==> src/rtl/div_pkg.sv <==
// Shared types and constants for the sequential restoring divider.
package div_pkg;

  localparam int DEF_WIDTH = 32;
  localparam int DEF_CNT_W = $clog2(DEF_WIDTH);

  typedef enum logic [1:0] {
    IDLE = 2'd0,
    CALC = 2'd1,
    FIX  = 2'd2
  } div_state_t;

endpackage

==> src/rtl/div_step.sv <==
// One restoring division iteration: shift in a dividend bit, trial-subtract
// the divisor magnitude, keep the difference when no borrow occurs.
module div_step #(
  parameter int WIDTH = 32
) (
  input  logic [WIDTH:0]   rem_in,
  input  logic             bit_in,
  input  logic [WIDTH-1:0] dvsr,
  output logic [WIDTH:0]   rem_out,
  output logic             q_bit
);

  logic [WIDTH:0]   shifted_s;
  logic [WIDTH:0]   diff_s;
  logic             carry_s;

  assign shifted_s = {rem_in[WIDTH-1:0], bit_in};

  // Subtract as add-of-complement; carry-out high means no borrow.
  assign {carry_s, diff_s} = {1'b0, shifted_s} + {1'b0, ~{1'b0, dvsr}} + {{(WIDTH+1){1'b0}}, 1'b1};

  // A bit shifted out of the top guarantees the trial subtraction succeeds.
  assign q_bit   = carry_s | rem_in[WIDTH];
  assign rem_out = q_bit ? diff_s : shifted_s;

endmodule

==> src/rtl/seq_divider_32.sv <==
// Multi-cycle signed/unsigned integer divider, one restoring step per cycle,
// with start/busy/done handshake and registered results.
module seq_divider_32
  import div_pkg::*;
#(
  parameter int WIDTH = DEF_WIDTH
) (
  input  logic             clk,
  input  logic             rst_n,
  input  logic             start,
  input  logic             is_signed,
  input  logic [WIDTH-1:0] dividend,
  input  logic [WIDTH-1:0] divisor,
  output logic             busy,
  output logic             done,
  output logic [WIDTH-1:0] quotient,
  output logic [WIDTH-1:0] remainder,
  output logic             div_zero,
  output logic             overflow
);

  localparam int CNT_BITS = $clog2(WIDTH);

  function automatic logic [WIDTH-1:0] neg2(input logic [WIDTH-1:0] v);
    return ~v + {{(WIDTH-1){1'b0}}, 1'b1};
  endfunction

  div_state_t          state_r, state_n;
  logic [CNT_BITS-1:0] cnt_r;
  logic [WIDTH:0]      rem_r;
  logic [WIDTH-1:0]    dvd_r;
  logic [WIDTH-1:0]    dvsr_r;
  logic                q_neg_r, r_neg_r, dz_r, ovf_r;
  logic                busy_r, done_r, div_zero_r, overflow_r;
  logic [WIDTH-1:0]    quotient_r, remainder_r;

  logic                dvd_neg_s, dvsr_neg_s, dvsr_zero_s, cnt_last_s;
  logic [WIDTH-1:0]    dvd_mag_s, dvsr_mag_s;
  logic [WIDTH:0]      rem_nx_s;
  logic                q_bit_s;

  assign dvd_neg_s   = is_signed & dividend[WIDTH-1];
  assign dvsr_neg_s  = is_signed & divisor[WIDTH-1];
  assign dvd_mag_s   = dvd_neg_s ? neg2(dividend) : dividend;
  assign dvsr_mag_s  = dvsr_neg_s ? neg2(divisor) : divisor;
  assign dvsr_zero_s = (divisor == {WIDTH{1'b0}});
  assign cnt_last_s  = (cnt_r == CNT_BITS'(WIDTH - 1));

  div_step #(.WIDTH(WIDTH)) u_step (
    .rem_in  (rem_r),
    .bit_in  (dvd_r[WIDTH-1]),
    .dvsr    (dvsr_r),
    .rem_out (rem_nx_s),
    .q_bit   (q_bit_s)
  );

  // State register.
  always_ff @(posedge clk or negedge rst_n) begin
    if (!rst_n) begin
      state_r <= IDLE;
    end else begin
      state_r <= state_n;
    end
  end

  // Next-state logic.
  always_comb begin
    state_n = state_r;
    case (state_r)
      IDLE: begin
        if (start) begin
          state_n = dvsr_zero_s ? FIX : CALC;
        end else begin
          state_n = IDLE;
        end
      end
      CALC: begin
        if (cnt_last_s) begin
          state_n = FIX;
        end else begin
          state_n = CALC;
        end
      end
      FIX:     state_n = IDLE;
      default: state_n = IDLE;
    endcase
  end

  // Operand capture, iteration datapath, sign fix-up and output registers.
  always_ff @(posedge clk or negedge rst_n) begin
    if (!rst_n) begin
      cnt_r       <= {CNT_BITS{1'b0}};
      rem_r       <= {(WIDTH+1){1'b0}};
      dvd_r       <= {WIDTH{1'b0}};
      dvsr_r      <= {WIDTH{1'b0}};
      q_neg_r     <= 1'b0;
      r_neg_r     <= 1'b0;
      dz_r        <= 1'b0;
      ovf_r       <= 1'b0;
      busy_r      <= 1'b0;
      done_r      <= 1'b0;
      div_zero_r  <= 1'b0;
      overflow_r  <= 1'b0;
      quotient_r  <= {WIDTH{1'b0}};
      remainder_r <= {WIDTH{1'b0}};
    end else begin
      case (state_r)
        IDLE: begin
          if (start) begin
            // On divide-by-zero the raw dividend is kept for the remainder.
            dvd_r   <= dvsr_zero_s ? dividend : dvd_mag_s;
            dvsr_r  <= dvsr_mag_s;
            rem_r   <= {(WIDTH+1){1'b0}};
            cnt_r   <= {CNT_BITS{1'b0}};
            q_neg_r <= dvd_neg_s ^ dvsr_neg_s;
            r_neg_r <= dvd_neg_s;
            dz_r    <= dvsr_zero_s;
            ovf_r   <= is_signed & (dividend == {1'b1, {(WIDTH-1){1'b0}}})
                       & (divisor == {WIDTH{1'b1}});
          end
        end
        CALC: begin
          rem_r <= rem_nx_s;
          dvd_r <= {dvd_r[WIDTH-2:0], q_bit_s};
          cnt_r <= cnt_r + CNT_BITS'(1);
        end
        FIX: begin
          if (dz_r) begin
            quotient_r  <= {WIDTH{1'b1}};
            remainder_r <= dvd_r;
          end else begin
            quotient_r  <= q_neg_r ? neg2(dvd_r) : dvd_r;
            remainder_r <= r_neg_r ? neg2(rem_r[WIDTH-1:0]) : rem_r[WIDTH-1:0];
          end
          div_zero_r <= dz_r;
          overflow_r <= ovf_r & ~dz_r;
        end
        default: begin
          cnt_r <= {CNT_BITS{1'b0}};
        end
      endcase
      busy_r <= (state_n != IDLE);
      done_r <= (state_r == FIX);
    end
  end

  assign busy      = busy_r;
  assign done      = done_r;
  assign quotient  = quotient_r;
  assign remainder = remainder_r;
  assign div_zero  = div_zero_r;
  assign overflow  = overflow_r;

endmodule

==> config.mk <==
export PLATFORM = sky130hd
export DESIGN_NAME = seq_divider_32
export DESIGN_NICKNAME = d
export VERILOG_FILES = /design/src/rtl/div_pkg.sv /design/src/rtl/div_step.sv /design/src/rtl/seq_divider_32.sv
export SDC_FILE = /design/constraint.sdc
export NUM_CORES = 1
export LEC_CHECK = 0
export ABC_AREA = 1
export BUFFER_PORTS_ARGS = -buffer_cell sky130_fd_sc_hd__buf_2
export CORE_ASPECT_RATIO = 1.25
export CORE_UTILIZATION = 60
export CTS_CLUSTER_SIZE = 24
export DETAILED_ROUTE_END_ITERATION = 8
export PLACE_DENSITY = 0.85
export SLEW_MARGIN = 5
export SYNTH_ARGS = -nofsm -noshare
export SYNTH_HDL_FRONTEND = slang
export SYNTH_SLANG_ARGS = --single-unit
export TNS_END_PERCENT = 1
==> constraint.sdc <==
create_clock -name clk -period 2.95 [get_ports clk]
set_clock_uncertainty 0.1 [all_clocks]
set_input_delay 0.295 -clock clk [delete_from_list [all_inputs] [get_ports clk]]
set_output_delay 0.295 -clock clk [all_outputs]
set_load 0.02 [all_outputs]
==> impl_metrics.ini <==
[setup_path]
required_ns = 3.18
slowest_delay_ns = 0.42
crit_fanout = 4
cpLargestDelayFamily = simple AND/OR/NAND/NOR gates
cp_slowest_cell = fa_1
worstSetupEndpointType = register
critPathMostFrequentCell = nand2_1
path_cells = inv_1 > ha_1 > fa_1 > inv_1 > nand3_1 > nand3_1 > nand2_1 > nand2_1 > nand3_1 > nand3_1 > nand2_1 > nand2_1 > nand2_1 > nand3_1 > nand2_1
cp.arrival_ns = 2.90
cp_num_buf_inv = 2
cp-start-kind = register
critPathKind = reg2reg

[power_and_ir_drop]
netSwitchingPower_w = 0.01012
peakVddDrop_mv = 0.9652
swShare_pct = 53.86
p_per_area_nw_per_um2 = 1217
p_int_w = 0.008667
finalPower_w = 0.01879
power_frac_seq_pct = 24.8
pwr-share-clk_pct = 12.2
combinationalPowerShare_pct = 63.0
p_leak_nw = 8.388

[clock_tree]
cts_tree = yes
clockBufferDepth = 2
post_cts_hold_buffer_count = 1
clkTransAtPathRegs_ns = 0.07
root_buffer = clkbuf_16
h-tree-depth = 4
cts_sinks = 176
cts_resized = 0
cts-buffers-inserted = 17
clk_latency_ns = 0.44
post_cts_buffers = 0

[status]
status = finished clean

[global_route]
grt_use_total_pct = 39.56
grt_max_degree = 68
overflow = 0
antenna_found_initial = 0
grt_pass1_wl_um = 70730
grt_pass1_vias = 13640

[synthesis]
syn_area_um2 = 13870
synthAdderAreaFrac_pct = 3.662
synthDistinctLibCells = 47
async_flop_share_pct = 100.0
synth_mux_area_share_pct = 0.1443
synth_simple_gate_area_share_pct = 38.70
synth_compound_area_share_pct = 10.43
avgSynthCellArea_um2 = 6.416
yosys.area.top_type = dfrtp_1
synth_top_family_by_area = simple AND/OR/NAND/NOR gates
synth_area_leaders = dfrtp_1 (32%), nand2_1 (19%), inv_1 (8.8%)
synth_top_cell_area_share_pct = 31.75
yosysMostFrequentCell = nand2_1
yosysSeqAreaShare_pct = 31.75
yosys_warnings = 0
synth_edf_count = 0
synth_seq_cells = 176
postSynthCellCount = 2162
synth_common_cells = nand2_1 (695), inv_1 (325), nand3_1 (232)
synth_fp_nets = 2270
synthFlopType = dfrtp_1
synth_xor_area_share_pct = 4.041

[timing]
max_freq_mhz = 374.6
slew_headroom_pct = 22.20
finalSetupViolCount = 0
finalHoldViolations = 0
min_period_ns = 2.670
rsz0062_at_grt = no
final.setup.tns_ns = 0
drv_slew = 0
worst_pin_slew_ns = 1.166
fin_crit_sh_pct = 90.50

[routing]
vias = 14750
first_pass_iters = 8
ant_nets = 0
via_per_inst = 5.737
drt-total-wl_um = 46000
drt_iter0_drc = 1270
route.detailed.drc = 0
avgRoutedWirePerCell_um = 17.90

[floorplan]
initial_core_util_pct = 61.82
dieHeight_um = 172.0
die_w_um = 138.0
core_area_um2 = 22440
rows = 61
dieArea_um2 = 23730
pin_count = 136

[place]
hpwl_um = 35940
io_buffer_count = 135
gp_congestion = 1.005
place_inst = 2538
place_area_um2 = 14840

[layout]
area_delta_synth_final_pct = 11.26
finalNetCount = 2383
multiInputGateArea_um2 = 7928
fillCellCount = 2049
drive_above_1_share_pct = 10.67
final_cells = 2570
n_antenna_cell = 0
seqCellArea_um2 = 4404
fin_area_um2 = 15430

[job]
drv_cap = 0

[worst_hold_path]
hp-class = in2reg
final cells by class:
type,count,area share [%]
clock buffer,24,3.121
multi-input combinational,1587,51.37
timing repair buffer,161,5.943
sequential,176,28.54
inverter,332,8.075
clock inverter,7,0.6567
tap,283,2.294
layer usage:
| metal | part of all wire, % | GRT usage, % | vias to the layer above | wire [um] |
|---|---|---|---|---|
| met3 | 5.8 | 5.600 | 166 | 2672 |
| met4 | 8.0 | 30.29 | 0 | 3680 |
| met5 | 0 | 0 | - | 0 |
| met2 | 48 | 65.96 | 631 | 22120 |
| met1 | 38 | 45.53 | 6803 | 17530 |
| li1 | - | - | 7145 | - |
cell usage in the layout, fill, tap and decap left out, types with 19 or more instances in the layout:
| cell | synthesis | final |
|---|---|---|
| a21oi_1 | 43 | 43 |
| dfrtp_1 | 176 | 176 |
| ha_1 | 39 | 39 |
| a22oi_1 | 25 | 25 |
| inv_1 | 325 | 325 |
| o21ai_0 | 95 | 95 |
| buf_2 | 17 | 134 |
| buf_4 | 0 | 22 |
| o221ai_1 | 19 | 19 |
| nand4_1 | 41 | 41 |
| nor2_1 | 192 | 188 |
| xor2_1 | 48 | 48 |
| nand3_1 | 232 | 232 |
| nand2_1 | 695 | 695 |
final timing paths:
check                       startpoint      endpoint  slack [ns]  cells past startpoint
min in group asynchronous        rst_n  quotient[17]        0.27                      2
setup reg to reg             dvd_r[31]     rem_r[24]        0.28                     15
hold / removal             divisor[31]    dvsr_r[31]        0.05                      3
max in group asynchronous        rst_n    dvsr_r[14]        1.74                      3
hold reg to reg             dvsr_r[10]    dvsr_r[10]        0.38                      2
setup / recovery             dvd_r[31]     rem_r[24]        0.28                     15
logic make-up (layout without fill, tap and decap cells):
family,Yosys count,in the layout
simple gates,1240,1240
xor+xnor,64,64
compound gates,241,241
buf+inv,399,524
fa+ha+maj,40,40
mux,2,2
flops,176,176
power by group through the flow:
stage | combinational [W] | clock (W) | sequential (W)
after CTS | 0.0117 | 0.00229 | 0.00459
after floorplan | 0.00823 | 0 | 0.00442
final | 0.0118 | 0.00228 | 0.00467
after detailed placement | 0.0116 | 0 | 0.00461
after global routing | 0.0133 | 0.00238 | 0.00475
after global placement | 0.0114 | 0 | 0.00457
worst register-to-register path, cell delays in order, from the launching register on:
cell	delay, ns
dfrtp_1	0.37
inv_1	0.12
ha_1	0.29
fa_1	0.42
inv_1	0.16
nand3_1	0.09
nand3_1	0.14
nand2_1	0.09
nand2_1	0.17
nand3_1	0.15
nand3_1	0.10
nand2_1	0.05
nand2_1	0.09
nand2_1	0.07
nand3_1	0.09
nand2_1	0.06
sequential cells by signal (all words and copies together) (netlist names), 2 cells and up:
| signal | count |
|---|---|
| rem_r | 33 |
| cnt_r | 5 |
| remainder | 32 |
| dvsr_r | 32 |
| quotient | 32 |
| state_r | 2 |
| dvd_r | 32 |
per-stage QoR:
step | utilization (%) | setup WS (ns) | hold slack, ns
4_1_cts | 68.77 | 0.3230 | 0.04969
2_1_floorplan | - | 0.8897 | -0.1006
3_3_place_gp | 66.13 | 0.3774 | 0.1691
6_report | 68.77 | 0.2803 | 0.05426
3_5_place_dp | 66.13 | 0.2918 | 0.1683
5_1_grt | 68.77 | 0.09915 | 0.08166
(Power assumes the default switching activity.)
